==> src/rtl/flit_rank_stage.sv <==
// flit_rank_stage: BLESS router stage ahead of the port allocator chain.
// Latches four link flits plus one local injection flit, increments age
// (saturating), computes the productive-port request vector per flit and
// presents the valid flits packed into slots 0..3 of a registered output.
// Optional feature macro: AGE_RANK_EN. When defined, slots are ordered
// oldest-first (ties to the lower position N<E<S<W). When undefined, the
// sorter is absent and slots follow fixed position order, packed low.
module flit_rank_stage #(
  parameter int NUM_PORT  = 5,
  parameter int COORD_W   = 3,
  parameter int AGE_W     = 8,
  parameter int PAYLOAD_W = 32,
  localparam int FLIT_W   = 2*COORD_W + AGE_W + PAYLOAD_W
) (
  input  logic                    clk,
  input  logic                    rst_n,
  input  logic [COORD_W-1:0]      cur_x,
  input  logic [COORD_W-1:0]      cur_y,
  input  logic [3:0]              link_valid,
  input  logic [4*FLIT_W-1:0]     link_flit,
  input  logic                    inj_valid,
  input  logic [FLIT_W-1:0]       inj_flit,
  output logic                    inj_ack,
  output logic [3:0]              rank_valid,
  output logic [4*FLIT_W-1:0]     rank_flit,
  output logic [4*NUM_PORT-1:0]   rank_req
);

  localparam int AGE_LSB = PAYLOAD_W;
  localparam int DY_LSB  = PAYLOAD_W + AGE_W;
  localparam int DX_LSB  = PAYLOAD_W + AGE_W + COORD_W;

  typedef struct packed {
    logic                vld;
`ifdef AGE_RANK_EN
    logic [1:0]          pos;
`endif
    logic [FLIT_W-1:0]   flit;
    logic [NUM_PORT-1:0] req;
  } ent_t;

  ent_t       ent   [4];
  ent_t       slot_d[4];
  logic [1:0] free_idx;

  logic [3:0]            rank_valid_q;
  logic [4*FLIT_W-1:0]   rank_flit_q;
  logic [4*NUM_PORT-1:0] rank_req_q;

  // Productive directions; comparisons are unsigned.
  function automatic logic [NUM_PORT-1:0] route(
    input logic [COORD_W-1:0] dx, input logic [COORD_W-1:0] dy,
    input logic [COORD_W-1:0] cx, input logic [COORD_W-1:0] cy);
    logic [NUM_PORT-1:0] r;
    r = '0;
    if (dy > cy) r[0] = 1'b1;
    if (dx > cx) r[1] = 1'b1;
    if (dy < cy) r[2] = 1'b1;
    if (dx < cx) r[3] = 1'b1;
    if ((dx == cx) && (dy == cy)) r[4] = 1'b1;
    return r;
  endfunction

  // Injection only when at least one link position is free.
  assign inj_ack = inj_valid & ~(&link_valid);

  // Lowest-index free link position, taken by an acked injection flit.
  always_comb begin
    free_idx = 2'd0;
    for (int i = 3; i >= 0; i--) begin
      if (!link_valid[i]) free_idx = 2'(i);
    end
  end

  // Per-position flit selection, age increment and routing.
  always_comb begin
    logic [FLIT_W-1:0] src;
    logic [AGE_W-1:0]  age;
    logic              vld;
    for (int i = 0; i < 4; i++) begin
      ent[i] = '0;
`ifdef AGE_RANK_EN
      ent[i].pos = 2'(i);
`endif
      src = link_flit[i*FLIT_W +: FLIT_W];
      vld = link_valid[i];
      if (!link_valid[i] && inj_ack && (free_idx == 2'(i))) begin
        src = inj_flit;
        // Injected flits always enter at age 0.
        src[AGE_LSB +: AGE_W] = '0;
        vld = 1'b1;
      end
      age = src[AGE_LSB +: AGE_W];
      if (age != {AGE_W{1'b1}}) age = age + 1'b1;
      if (vld) begin
        ent[i].vld  = 1'b1;
        ent[i].flit = src;
        ent[i].flit[AGE_LSB +: AGE_W] = age;
        ent[i].req  = route(src[DX_LSB +: COORD_W], src[DY_LSB +: COORD_W], cur_x, cur_y);
      end
    end
  end

`ifdef AGE_RANK_EN
  // Strict total order: valid first, then higher age, then lower position.
  function automatic logic first_of(input ent_t a, input ent_t b);
    logic [AGE_W+2:0] ka, kb;
    ka = {a.vld, a.flit[AGE_LSB +: AGE_W], ~a.pos};
    kb = {b.vld, b.flit[AGE_LSB +: AGE_W], ~b.pos};
    return ka > kb;
  endfunction

  function automatic ent_t pick_hi(input ent_t a, input ent_t b);
    return first_of(a, b) ? a : b;
  endfunction

  function automatic ent_t pick_lo(input ent_t a, input ent_t b);
    return first_of(a, b) ? b : a;
  endfunction

  // 5-comparator 4-input sorting network; invalid entries are all-zero data
  // and sink to the high slots.
  always_comb begin
    ent_t a0, a1, a2, a3, b0, b1, b2, b3;
    a0 = pick_hi(ent[0], ent[1]);
    a1 = pick_lo(ent[0], ent[1]);
    a2 = pick_hi(ent[2], ent[3]);
    a3 = pick_lo(ent[2], ent[3]);
    b0 = pick_hi(a0, a2);
    b2 = pick_lo(a0, a2);
    b1 = pick_hi(a1, a3);
    b3 = pick_lo(a1, a3);
    slot_d[0] = b0;
    slot_d[1] = pick_hi(b1, b2);
    slot_d[2] = pick_lo(b1, b2);
    slot_d[3] = b3;
  end
`else
  // Fixed position order, valid entries packed into the low slots.
  always_comb begin
    logic [1:0] cnt;
    cnt = 2'd0;
    for (int k = 0; k < 4; k++) slot_d[k] = '0;
    for (int i = 0; i < 4; i++) begin
      if (ent[i].vld) begin
        slot_d[cnt] = ent[i];
        cnt = cnt + 2'd1;
      end
    end
  end
`endif

  // Output register; empty slots carry zero flit and request.
  always_ff @(posedge clk or negedge rst_n) begin
    if (!rst_n) begin
      rank_valid_q <= '0;
      rank_flit_q  <= '0;
      rank_req_q   <= '0;
    end else begin
      for (int k = 0; k < 4; k++) begin
        rank_valid_q[k]                       <= slot_d[k].vld;
        rank_flit_q[k*FLIT_W +: FLIT_W]       <= slot_d[k].flit;
        rank_req_q[k*NUM_PORT +: NUM_PORT]    <= slot_d[k].req;
      end
    end
  end

  assign rank_valid = rank_valid_q;
  assign rank_flit  = rank_flit_q;
  assign rank_req   = rank_req_q;

endmodule

==> config.mk <==
export PLATFORM = sky130hd
export DESIGN_NAME = flit_rank_stage
export DESIGN_NICKNAME = d
export VERILOG_FILES = /design/src/rtl/flit_rank_stage.sv
export SDC_FILE = /design/constraint.sdc
export NUM_CORES = 1
export LEC_CHECK = 0
export ABC_CLOCK_PERIOD_IN_PS = 2700
export CAP_MARGIN = 20
export CORE_MARGIN = 2
export CORE_UTILIZATION = 34
export CTS_BUF_LIST = sky130_fd_sc_hd__clkbuf_4 sky130_fd_sc_hd__clkbuf_8
export DETAILED_ROUTE_END_ITERATION = 10
export PLACE_DENSITY = 0.69
export SLEW_MARGIN = 20
export SYNTH_ARGS = -nofsm -noshare
export SYNTH_HDL_FRONTEND = slang
export SYNTH_SLANG_ARGS = --single-unit
==> constraint.sdc <==
create_clock -name clk -period 2.7 [get_ports clk]
set_input_delay 0.405 -clock clk [delete_from_list [all_inputs] [get_ports clk]]
set_output_delay 0.405 -clock clk [all_outputs]
set_load 0.02 [all_outputs]
==> flow_summary.ini <==
[place]
io_buffer_count = 443
place_congestion = 0.937
dp_cells = 2231
place_hpwl_um = 36800

[power_and_ir_drop]
cell_internal_pwr_mw = 6.91
seq_power_share = 0.355
power_frac_comb = 0.350
p_sw_mw = 3.38
p_per_area_nw_per_um2 = 551
p_sw_frac = 0.329
p_leak_nw = 8.42
pwr-share-clk = 0.296
ir_worst_vdd_uv = 356

[sta]
final.period_utilization = 0.947
max_slew_margin = 0.525
min_period_ns = 2.56
setup_viol = 0
finalHoldViolations = 0
tightest_slew_ns = 0.713
fmax_mhz = 391
drv_slew = 0
rsz0062_at_grt = false

[logic_synthesis]
postSynthCellCount = 1277
synth-seq-area-share = 0.439
synth_edf_count = 0
yosysUniqueCellTypes = 65
syn_nets = 1554
ys_warn_count = 0
async_flop_share = 1.00
synthFlopType = dfrtp_1
ys_ff_latch = 208
syn_area_per_cell_um2 = 9.29
syn_area_um2 = 11900

[cts]
cts_sinks = 208
ctsLongestPathBuffers = 3
ctsHoldBuffers = 1
clkTransAtPathRegs_ns = 0.07
cts_max_level = 2
cts_resized = 0
cts_made_buffers = 38
cts_setup_buffers = 0
clockRootBuffer = clkbuf_8
cts_tree = yes

[grt]
antenna_found_initial = 0
grt_max_degree = 70
grt_pass1_wl_um = 75600
grt_pass1_vias = 13100
gr-usage-all-layers = 0.269
overflow = 0

[critical_path]
crit_chain = clkdlybuf4s50_1 > nand4_1 > or2_4 > and2_1 > ha_1 > nand4_1 > o2111ai_1 > xnor2_1 > nand2_1 > a221oi_2
required_ns = 3.13
crit_top_cell = nand4_1
worst-setup-path-type = in -> reg
worstPathBufferInverterCount = 1
endpoint_kind = flop
crit_path_max_incr_delay_ns = 0.53
arrival_ns = 2.99
critPathTopFamily = simple AND/OR/NAND/NOR gates
critical_path.max_fanout = 7
slowest_stage = clkdlybuf4s50_1
worstSetupStartpointType = input port

[floorplanning]
row_count = 68
start_util = 0.344
num_io_pins = 452
core-area_um2 = 34500
die_area_um2 = 36400
die_w_um = 191
die_height_um = 191

[finish]
nets = 2094
syn_to_final_growth_pct = 57.6
drive_gt1_frac = 0.142
n_antenna_cell = 0
final_core_util = 0.542
mostFrequentLayoutCell = clkdlybuf4s50_1
layout.area.seq_um2 = 5200
mostFrequentLayoutCells = 439 x clkdlybuf4s50_1, 208 x dfrtp_1, 150 x buf_4
fin_cells = 2292
multi_input_comb_area_um2 = 6090
fillCellCount = 3096

[min_path]
hold_path.class = in -> async

[route]
drt-initial-drc-count = 997
drt-pass1-iter-count = 6
wl_per_cell_um = 22.2
route.detailed.drc = 0
vias = 13000
vias_per_cell = 5.68
drt-total-wl_um = 50900
antenna_left = 0

[run]
cap_violations = 0

[run_status]
outcome = finished, final reports clean
final timing paths:
| kind | to | from | depth (start not counted) |
|---|---|---|---|
| setup / recovery | rank_flit[35] | link_valid[2] | 10 |
| hold / removal | rank_flit[65] | rst_n | 2 |
| max in group asynchronous | rank_flit[28] | rst_n | 3 |
| min in group clk | rank_flit[35] | link_valid[1] | 4 |
cell type report:
| cell class | instances | share of cell area |
|---|---|---|
| Timing Repair Buffer | 614 | 0.320 |
| Sequential cell | 208 | 0.278 |
| Multi-Input combinational cell | 927 | 0.326 |
| Clock inverter | 5 | 0.00308 |
| Tap cell | 455 | 0.0305 |
| Clock buffer | 55 | 0.0368 |
| Inverter | 28 | 0.00562 |
flip-flops by register name, indices dropped and copies added (netlist names):
name and cells:
rank_flit 184, rank_req 20, rank_valid 4
per-layer routing:
metal	part of all wire	vias up	global-route usage
li1	-	5885	-
met1	0.40	6232	0.347
met2	0.47	770	0.441
met3	0.090	142	0.0493
met4	0.040	0	0.119
met5	0	-	0
cells in the mapped netlist (38+ instances only):
cell type,n,area share
o22ai_1,147,0.078
and2_1,44,0.023
buf_2,41,0.017
a21oi_1,91,0.038
nor2_1,83,0.026
dfrtp_1,208,0.44
clkbuf_1,51,0.016
a31oi_1,39,0.021
nand2_1,90,0.028
o21ai_0,57,0.024
a211oi_1,38,0.024
mux2i_1,92,0.078
power groups by stage:
stage | clock [mW] | sequential, mW | combinational (mW)
after global placement | 0 | 3.70 | 3.52
after global routing | 3.25 | 3.68 | 3.80
after floorplan | 0 | 4.19 | 1.07
after detailed placement | 0 | 3.70 | 3.56
after CTS | 3.11 | 3.65 | 3.58
final | 3.04 | 3.65 | 3.60
cell families (layout without fill, tap and decap cells):
logic type | after synthesis | in the layout | synth area share
buffers and inverters | 142 | 702 | 0.0524
AND/OR/NAND/NOR | 324 | 324 | 0.134
adder cells (fa/ha/maj) | 34 | 34 | 0.0371
multiplexers | 97 | 97 | 0.0824
AO/OA/AOI/OAI | 468 | 468 | 0.252
flip-flops | 208 | 208 | 0.439
XOR/XNOR | 4 | 4 | 0.00295
metrics by stage:
step | hold slack [ns] | power, mW | setup WS, ns | setup TNS (ns) | cell area [um2]
2_1_floorplan | 0.109 | 5.26 | -0.0104 | -0.0377 | 11900
3_3_place_gp | 0.470 | 7.22 | -0.273 | -21.27 | 17900
3_5_place_dp | 0.479 | 7.26 | -0.360 | -26.69 | 17900
4_1_cts | 0.474 | 10.3 | 0.168 | 0 | 18700
5_1_grt | 0.508 | 10.7 | 0.0129 | 0 | 18700
6_report | 0.488 | 10.3 | 0.143 | 0 | 18700
Note: power is estimated with default switching activity, not from simulation.
